==> src/rtl/ex_dmem_req.sv <==
// EX-stage data-memory request unit: decodes the memory op into an SRAM-like
// bus request, stalls the pipeline until the access completes, captures load data.
module ex_dmem_req (
  input  logic        clk,
  input  logic        rst,
  input  logic        ex_valid_i,
  input  logic [11:0] ex_memop_i,
  input  logic [31:0] ex_memaddr_i,
  input  logic [31:0] ex_storedata_i,
  input  logic        ex_stall_i,
  input  logic        ex_flush_i,
  output logic        data_req_o,
  output logic        data_wr_o,
  output logic [1:0]  data_size_o,
  output logic [31:0] data_addr_o,
  output logic [3:0]  data_wstrb_o,
  output logic [31:0] data_wdata_o,
  input  logic        data_addr_ok_i,
  input  logic        data_data_ok_i,
  input  logic [31:0] data_rdata_i,
  output logic [31:0] ex_rdata_o,
  output logic        ex_adel_o,
  output logic        ex_ades_o,
  output logic        ex_stallreq_o
);

  typedef enum logic [2:0] {
    S_IDLE  = 3'd0,
    S_REQ   = 3'd1,
    S_WAIT  = 3'd2,
    S_DONE  = 3'd3,
    S_DRAIN = 3'd4
  } state_t;

  state_t      r_state;
  logic [31:0] r_rdata;
  logic        r_is_load;

  logic        w_lb, w_lbu, w_lh, w_lhu, w_lw, w_sb, w_sh, w_sw;
  logic        w_lwl, w_lwr, w_swl, w_swr;
  logic [1:0]  w_a;
  logic        w_adel, w_ades, w_start, w_is_store, w_req;
  logic [1:0]  w_size;
  logic [31:0] w_addr;
  logic [3:0]  w_wstrb;
  logic [31:0] w_wdata;

  assign {w_swr, w_swl, w_lwr, w_lwl, w_sw, w_sh, w_sb, w_lw, w_lhu, w_lh, w_lbu, w_lb} = ex_memop_i;
  assign w_a        = ex_memaddr_i[1:0];
  assign w_adel     = ((w_lh | w_lhu) & w_a[0]) | (w_lw & (w_a != 2'b00));
  assign w_ades     = (w_sh & w_a[0]) | (w_sw & (w_a != 2'b00));
  assign w_start    = ex_valid_i & (|ex_memop_i) & ~w_adel & ~w_ades & ~ex_flush_i;
  assign w_is_store = w_sb | w_sh | w_sw | w_swl | w_swr;

  // Size and address decode; unaligned-word ops address the containing word
  always_comb begin
    w_size = 2'd2;
    w_addr = ex_memaddr_i;
    if (w_lb | w_lbu | w_sb) begin
      w_size = 2'd0;
    end else if (w_lh | w_lhu | w_sh) begin
      w_size = 2'd1;
    end else begin
      w_size = 2'd2;
    end
    if (w_lwl | w_lwr | w_swl | w_swr) begin
      w_addr = {ex_memaddr_i[31:2], 2'b00};
    end else begin
      w_addr = ex_memaddr_i;
    end
  end

  // Store byte strobes and lane-aligned store data
  always_comb begin
    w_wstrb = 4'b0000;
    w_wdata = 32'h0000_0000;
    if (w_sb) begin
      w_wstrb = 4'b0001 << w_a;
      w_wdata = {4{ex_storedata_i[7:0]}};
    end else if (w_sh) begin
      w_wstrb = w_a[1] ? 4'b1100 : 4'b0011;
      w_wdata = {2{ex_storedata_i[15:0]}};
    end else if (w_sw) begin
      w_wstrb = 4'b1111;
      w_wdata = ex_storedata_i;
    end else if (w_swl) begin
      // swl writes the high end of rt into the low lanes up to the addressed byte
      w_wstrb = 4'b1111 >> ~w_a;
      w_wdata = ex_storedata_i >> {~w_a, 3'b000};
    end else if (w_swr) begin
      w_wstrb = 4'b1111 << w_a;
      w_wdata = ex_storedata_i << {w_a, 3'b000};
    end else begin
      w_wstrb = 4'b0000;
      w_wdata = 32'h0000_0000;
    end
  end

  // Request and stall generation from the current state
  always_comb begin
    w_req         = 1'b0;
    ex_stallreq_o = 1'b0;
    case (r_state)
      S_IDLE: begin
        w_req         = w_start;
        ex_stallreq_o = w_start;
      end
      S_REQ: begin
        w_req         = 1'b1;
        ex_stallreq_o = 1'b1;
      end
      S_WAIT:  ex_stallreq_o = ~data_data_ok_i;
      S_DONE:  ex_stallreq_o = 1'b0;
      S_DRAIN: ex_stallreq_o = w_start;
      default: begin
        w_req         = 1'b0;
        ex_stallreq_o = 1'b0;
      end
    endcase
  end

  assign data_req_o   = w_req;
  assign data_wr_o    = w_req & w_is_store;
  assign data_size_o  = w_req ? w_size  : 2'd0;
  assign data_addr_o  = w_req ? w_addr  : 32'h0000_0000;
  assign data_wstrb_o = (w_req & w_is_store) ? w_wstrb : 4'b0000;
  assign data_wdata_o = (w_req & w_is_store) ? w_wdata : 32'h0000_0000;
  assign ex_adel_o    = w_adel;
  assign ex_ades_o    = w_ades;
  assign ex_rdata_o   = r_rdata;

  // Request/response FSM and load data capture
  always_ff @(posedge clk) begin
    if (rst) begin
      r_state   <= S_IDLE;
      r_rdata   <= 32'h0000_0000;
      r_is_load <= 1'b0;
    end else begin
      case (r_state)
        S_IDLE: begin
          if (w_start) begin
            r_is_load <= ~w_is_store;
            r_state   <= data_addr_ok_i ? S_WAIT : S_REQ;
          end
        end
        S_REQ: begin
          // acceptance wins over a simultaneous flush: the response must be drained
          if (data_addr_ok_i) begin
            r_state <= ex_flush_i ? S_DRAIN : S_WAIT;
          end else if (ex_flush_i) begin
            r_state <= S_IDLE;
          end
        end
        S_WAIT: begin
          if (data_data_ok_i) begin
            if (~ex_flush_i & r_is_load) begin
              r_rdata <= data_rdata_i;
            end
            r_state <= (ex_flush_i | ~ex_stall_i) ? S_IDLE : S_DONE;
          end else if (ex_flush_i) begin
            r_state <= S_DRAIN;
          end
        end
        S_DONE: begin
          if (~ex_stall_i | ex_flush_i) begin
            r_state <= S_IDLE;
          end
        end
        S_DRAIN: begin
          if (data_data_ok_i) begin
            r_state <= S_IDLE;
          end
        end
        default: r_state <= S_IDLE;
      endcase
    end
  end

endmodule

==> config.mk <==
export PLATFORM = sky130hd
export DESIGN_NAME = ex_dmem_req
export DESIGN_NICKNAME = d
export VERILOG_FILES = /design/src/rtl/ex_dmem_req.sv
export SDC_FILE = /design/constraint.sdc
export NUM_CORES = 1
export LEC_CHECK = 0
export CAP_MARGIN = 10
export CORE_MARGIN = 3
export CORE_UTILIZATION = 34
export CTS_CLUSTER_SIZE = 16
export DETAILED_ROUTE_END_ITERATION = 6
export GPL_TIMING_DRIVEN = 0
export PLACE_DENSITY = 0.84
export SYNTH_ARGS = -nofsm -noshare
export SYNTH_HDL_FRONTEND = slang
export SYNTH_SLANG_ARGS = --single-unit
export TNS_END_PERCENT = 100
==> constraint.sdc <==
create_clock -name clk -period 2.4 [get_ports clk]
set_clock_uncertainty 0.2 [all_clocks]
set_input_delay 0.48 -clock clk [delete_from_list [all_inputs] [get_ports clk]]
set_output_delay 0.48 -clock clk [all_outputs]
set_load 0.01 [all_outputs]
==> results_dict.tcl, run 1 <==
set metrics [dict create \
    status "finished with violations" \
    failed_checks "negative setup slack" \
    yosys.area.top_type_share 0.209 \
    grt-ovfl-total 0 \
    seq_power_share 0.265 \
    holdCritPathClass "reg -> reg" \
    power_leakage_nw 2.77 \
    timing.final.crit_share 1.18 \
    worstSetupEndpointType "output port" \
    stdcell_area_mm2 0.00635 \
    wl_um 17300 \
    first_global_vias 4934 \
    tightest_slew_ps 754 \
    place_ws_ps -1490 \
    gr-usage-met3 0.0566 \
    internal-power_mw 1.50 \
    fin_ws_ps -431 \
    relSlewSlack 0.497 \
    synthCells 476 \
    nNetsFinal 841 \
    gr-usage-all-layers 0.286 \
    p_switching_mw 0.779 \
    clockBufferDepth 2 \
    finalCriticalPeriod_ps 2830 \
    hpwl_um 12800 \
    initial_utilization 0.352 \
    crit_top_cell "buf_6" \
    ioPinCount 222 \
    power.density_mw_per_mm2 359 \
    core_area_mm2 0.00982 \
    busiest_layer "met2" \
    crit_chain "buf_6 -> or3_4 -> and4bb_4 -> nor3_4 -> buf_6 -> o21a_4 -> buf_6 -> and2_4 -> buf_6" \
    finalWeightedCongestion 0.925 \
    die_y_um 107 \
    cp-start-kind "primary input" \
    dieArea_mm2 0.0114 \
    hold_violations 0 \
    antenna_found_initial 0 \
    die-width_um 107 \
    swShare 0.342 \
    path_clk_slew_ps 70 \
    cap_violations 0 \
    rsz0062_at_grt "true" \
    synth.cell_area_mm2 0.00346 \
    ys_top_cells_by_area "dfxtp_1 21%, mux2i_1 12%, nand2_1 9.8%" \
    setup_violations 73 \
    htreeDepth 2 \
    crit_type "in -> out" \
    clockPowerShare 0.235 \
    drive_above_1_share 0.323 \
    placed_cell_area_mm2 0.00587 \
    use_met2 0.511 \
    num_rows 36 \
    grt_max_degree 13 \
    yosysMostFrequentCell "nand2_1" \
    netlist_top_cells_count "90 x nand2_1, 49 x a21oi_1, 41 x mux2i_1" \
    vias 4904 \
    synth_area_leader_cell "dfxtp_1" \
    max_freq_ghz 0.353 \
    yosysUniqueCellTypes 54 \
    clkLatencyLatePin_ps 280 \
    grt_first_pass_wirelength_um 26100 \
    tritoncts "built" \
    buffer_ports.inserted 216 \
    crit_path_max_fanout 7 \
    worstPathRequired_ps 1720 \
    synth.net_count 591 \
    cts_sinks 36 \
    synth_edf_count 0 \
    async_flop_share 0 \
    avgSynthCellArea_um2 7.26 \
    max_stage_delay_ps 380 \
    postRouteAntennaNets 0 \
    use_met1 0.345 \
    synth_seq_cells 36 \
    drv_slew 0 \
    final_core_util 0.647 \
    avgViaCountPerCell 5.70 \
    detail_route.wl_per_cell_um 20.1 \
    crit_arrival_ps 2150 \
    yosysWarnings 0 \
    synth_top_flop_cell "dfxtp_1" \
    first_pass_iters 5 \
    ir_drop_mv 0.313 \
    yosysSeqAreaShare 0.209 \
    drc 0 \
    drt_iter0_drc 423 \
    cts_buffers 5 \
    root_buffer "clkbuf_8" \
    area_growth_pct 83.9 \
    worst_path_max_delay_cell "or3_4" \
    comb_power_share 0.500 \
    n_antenna_cell 0 \
]
## repair_timing
item	in CTS	in global routing
gates resized for setup	438	58
hold buffers	0	0
gates cloned	6	1
setup buffers	21	5
endpoints found under the setup margin	75	86
pin swaps	14	13
## power by group through the flow
stage	logic (mW)	clock network [mW]	registers, mW
global route	1.21	0.571	0.606
finish	1.14	0.535	0.605
global placement	0.979	0	0.617
CTS	1.10	0.542	0.605
detailed placement	0.998	0	0.618
floorplan	0.490	0	0.617
## flip-flops by register name (all words and copies together) (netlist names)
| signal | count |
|---|---|
| ex_rdata_o | 32 |
| r_is_load | 1 |
| r_state | 3 |
## logic make-up (layout without fill, tap and decap cells)
logic type	count (synthesis)	count (layout)	synth area share
and+or+nand+nor	185	185	0.259
AOI/OAI and AO/OA	156	157	0.329
muxes	41	41	0.119
buffers and inverters	58	308	0.0847
DFF	36	36	0.209
## cell usage in the layout, fill, tap and decap left out, drive strengths merged, types with 16 or more instances in the layout
cell type      Yosys  final
buf               21    133
nand2             90     90
dfxtp             36     36
a21oi             59     59
clkdlybuf4s50      0    114
a22oi             16     16
and2              33     33
clkbuf            22     26
mux2i             41     41
nor2              30     30
## worst paths after layout
kind                            slack [ps]                           to  cells past startpoint                         from
worst max-delay path                  -430              data_addr_o[14]                      9                ex_memop_i[1]
worst min-delay path                   260  ex_rdata_o[31]$_SDFFE_PP0P_                      2  ex_rdata_o[31]$_SDFFE_PP0P_
worst max register to register         220  ex_rdata_o[10]$_SDFFE_PP0P_                      8      r_state[2]$_SDFFE_PP0P_
worst min register to register         260  ex_rdata_o[31]$_SDFFE_PP0P_                      2  ex_rdata_o[31]$_SDFFE_PP0P_
## through the flow
stage | std cells | hold slack, ps | TNS (ps) | total power [mW]
floorplan | 476 | 274 | -9660 | 1.11
global placement | 825 | 243 | -96540 | 1.60
detailed placement | 825 | 249 | -101980 | 1.62
CTS | 858 | 260 | -31020 | 2.25
global route | 860 | 279 | -30070 | 2.38
finish | 860 | 258 | -27810 | 2.28
## critical path, delay by kind of cell
kind                   cells  cell delay, ps
buffers and inverters      4             460
AOI/OAI and AO/OA          1             240
and+or+nand+nor            4             960
## per-layer routing
metal  wire [um]  vias to the layer above  part of all wire
met4         408                        0             0.024
met3        1670                       49             0.096
met1        6480                     2307              0.37
met2        8750                      320              0.51
met5           0                        -                 0
li1            -                     2228                 -
## layout make-up
| type | instances | area, um^2 |
|---|---|---|
| Multi-Input combinational cell | 383 | 2750 |
| Inverter | 15 | 57.6 |
| Sequential cell | 36 | 721 |
| Clock buffer | 5 | 68.8 |
| Tap cell | 133 | 166 |
| Clock inverter | 3 | 42.5 |
| Fill cell | 897 | 3460 |
| Timing Repair Buffer | 246 | 2280 |
| Buffer | 39 | 275 |
Note: power is estimated with default switching activity, not from simulation.
==> inputs of run 2 (changes only) <==
--- a/config.mk
+++ b/config.mk
@@ -6,12 +6,13 @@
 export NUM_CORES = 1
 export LEC_CHECK = 0
 export CAP_MARGIN = 10
-export CORE_MARGIN = 3
+export CORE_MARGIN = 4
 export CORE_UTILIZATION = 34
 export CTS_CLUSTER_SIZE = 16
 export DETAILED_ROUTE_END_ITERATION = 6
 export GPL_TIMING_DRIVEN = 0
 export PLACE_DENSITY = 0.84
+export SLEW_MARGIN = 10
 export SYNTH_ARGS = -nofsm -noshare
 export SYNTH_HDL_FRONTEND = slang
 export SYNTH_SLANG_ARGS = --single-unit
==> results_dict.tcl, run 2 (same netlist as run 1, synthesis figures left out) <==
set metrics [dict create \
    power_leakage_nw 2.90 \
    path_clk_slew_ps 70 \
    power.density_mw_per_mm2 363 \
    drive_above_1_share 0.358 \
    final_core_util 0.710 \
    largest_register_ffs 32 \
    area_growth_pct 102 \
    timing.final.crit_share 1.25 \
    crit_top_cell "buf_6" \
    gr-usage-all-layers 0.283 \
    rsz0062_at_grt "true" \
    crit_type "in -> out" \
    finalCriticalPeriod_ps 3000 \
    grt-ovfl-total 0 \
    final_cell_mix "119 x clkdlybuf4s50_1, 97 x buf_6, 87 x nand2_1" \
    drv_slew 0 \
    worst_path_max_delay_cell "or3_4" \
    cts_buffers 5 \
    cts_sinks 36 \
    root_buffer "clkbuf_8" \
    setup_violations 73 \
    cp_top_family "simple AND/OR/NAND/NOR gates" \
    worstSetupEndpointType "output port" \
    fin_ws_ps -596 \
    stdcell_area_mm2 0.00697 \
    placed_cell_area_mm2 0.00587 \
    antenna_found_initial 0 \
    n_antenna_cell 0 \
    ioPinCount 222 \
    crit_chain "buf_6 -> or3_4 -> and4bb_4 -> nor3_4 -> buf_6 -> o21a_4 -> buf_6 -> buf_6 -> buf_6 -> and2_4 -> buf_6" \
    detail_route.wl_per_cell_um 20.6 \
    clkLatencyLatePin_ps 280 \
    die-width_um 109 \
    buffer_ports.inserted 216 \
    rr_endpoint "ex_rdata_o[18]$_SDFFE_PP0P_" \
    endpoint "data_addr_o[22]" \
    status "finished with violations" \
    drt_iter0_drc 400 \
    crit_arrival_ps 2320 \
    grt_first_pass_wirelength_um 26400 \
    wl_um 18200 \
    setup.worst_path.start "ex_memop_i[1]" \
    avgViaCountPerCell 5.75 \
    first_global_vias 5185 \
    r2r_start "r_state[2]$_SDFFE_PP0P_" \
    relSlewSlack 0.583 \
    tns_ps -33880 \
    reg2reg_depth 7 \
    tritoncts "built" \
    finalWeightedCongestion 0.949 \
    grt_max_degree 12 \
    num_rows 36 \
    clockBufferDepth 2 \
    initial_utilization 0.352 \
    rrSetupSlack_ps 210 \
    crit_path_max_fanout 4 \
    hpwl_um 12700 \
    dieArea_mm2 0.0118 \
    holdCritPathClass "reg -> reg" \
    hold_violations 0 \
    worstPathRequired_ps 1720 \
    max_freq_ghz 0.334 \
    ir_drop_mv 0.422 \
    postRouteAntennaNets 0 \
    max_stage_delay_ps 390 \
    crit_buf_inv 6 \
    first_pass_iters 6 \
    worst-path-stages 11 \
    core_area_mm2 0.00982 \
    nNetsFinal 865 \
    drc 0 \
    die_y_um 109 \
    cp-start-kind "primary input" \
    htreeDepth 2 \
    final_common_cell "clkdlybuf4s50_1" \
    tightest_slew_ps 626 \
    vias 5081 \
    failed_checks "negative setup slack" \
    cap_violations 0 \
]
-- run 2: cell types whose count changed in the layout (fill, tap and decap cells not counted), moves of 5 or more --
| cell | before | now |
|---|---|---|
| buf_2 | 55 | 29 |
| dlymetal6s2s_1 | 14 | 5 |
| clkdlybuf4s50_1 | 114 | 119 |
| nor2_4 | 3 | 18 |
| a21oi_4 | 1 | 6 |
| nor2_2 | 12 | 2 |
| nor2_1 | 15 | 10 |
| buf_6 | 52 | 97 |
-- run 2: what timing repair did --
action / in CTS / in global routing
pin swaps: 16 / 16
gates resized for setup: 514 / 74
setup buffers: 44 / 14
endpoints found under the setup margin: 75 / 76
hold buffers: 0 / 0
cloned: 8 / 0
-- run 2: stage by stage --
stage                     hold slack, ps  worst slack [ps]  instances  power [mW]
after detailed placement             248             -1490        825        1.61
after global routing                 283              -627        884        2.63
after global placement               242             -1450        825        1.59
after CTS                            256              -713        884        2.45
after floorplan                      274              -180        476        1.11
final                                256              -596        884        2.53
-- run 2: layout make-up --
type                            instances  area, um^2
Buffer                                 40         290
Clock buffer                            6        72.6
Clock inverter                          2        35.0
Fill cell                             732        2850
Inverter                               15        60.1
Multi-Input combinational cell        384        2920
Sequential cell                        36         721
Tap cell                              133         166
Timing Repair Buffer                  268        2710
-- run 2: report_power, final --
group	switching (mW)	total (mW)	internal, mW
Clock	0.217	0.525	0.308
Combinational	0.637	1.40	0.767
Sequential	0.00494	0.605	0.600
-- run 2: how the worst min path moves through the flow --
stage | cells past startpoint | slack, ps | end | start
floorplan | 2 | 270 | r_is_load$_SDFFE_PP0P_ | r_is_load$_SDFFE_PP0P_
global placement | 2 | 240 | ex_rdata_o[14]$_SDFFE_PP0P_ | ex_rdata_o[14]$_SDFFE_PP0P_
detailed placement | 2 | 250 | ex_rdata_o[1]$_SDFFE_PP0P_ | ex_rdata_o[1]$_SDFFE_PP0P_
CTS | 2 | 260 | ex_rdata_o[1]$_SDFFE_PP0P_ | ex_rdata_o[1]$_SDFFE_PP0P_
global route | 2 | 280 | ex_rdata_o[4]$_SDFFE_PP0P_ | ex_rdata_o[4]$_SDFFE_PP0P_
finish | 2 | 260 | ex_rdata_o[1]$_SDFFE_PP0P_ | ex_rdata_o[1]$_SDFFE_PP0P_
-- run 2: per-layer routing --
| layer | track usage | part of all wire | vias to the layer above |
|---|---|---|---|
| met5 | 0 | 0 | - |
| met4 | 0.135 | 0.051 | 0 |
| met3 | 0.0699 | 0.11 | 95 |
| met2 | 0.502 | 0.49 | 370 |
| met1 | 0.315 | 0.35 | 2339 |
| li1 | - | - | 2277 |
-- run 2: worst register-to-register path: stages (launching register included) --
cell and delay (ps):
dfxtp_1 310, clkbuf_1 410, nor3b_2 110, and3b_1 250
nand2_1 160, clkbuf_1 390, nand2_1 120, a21oi_1 170
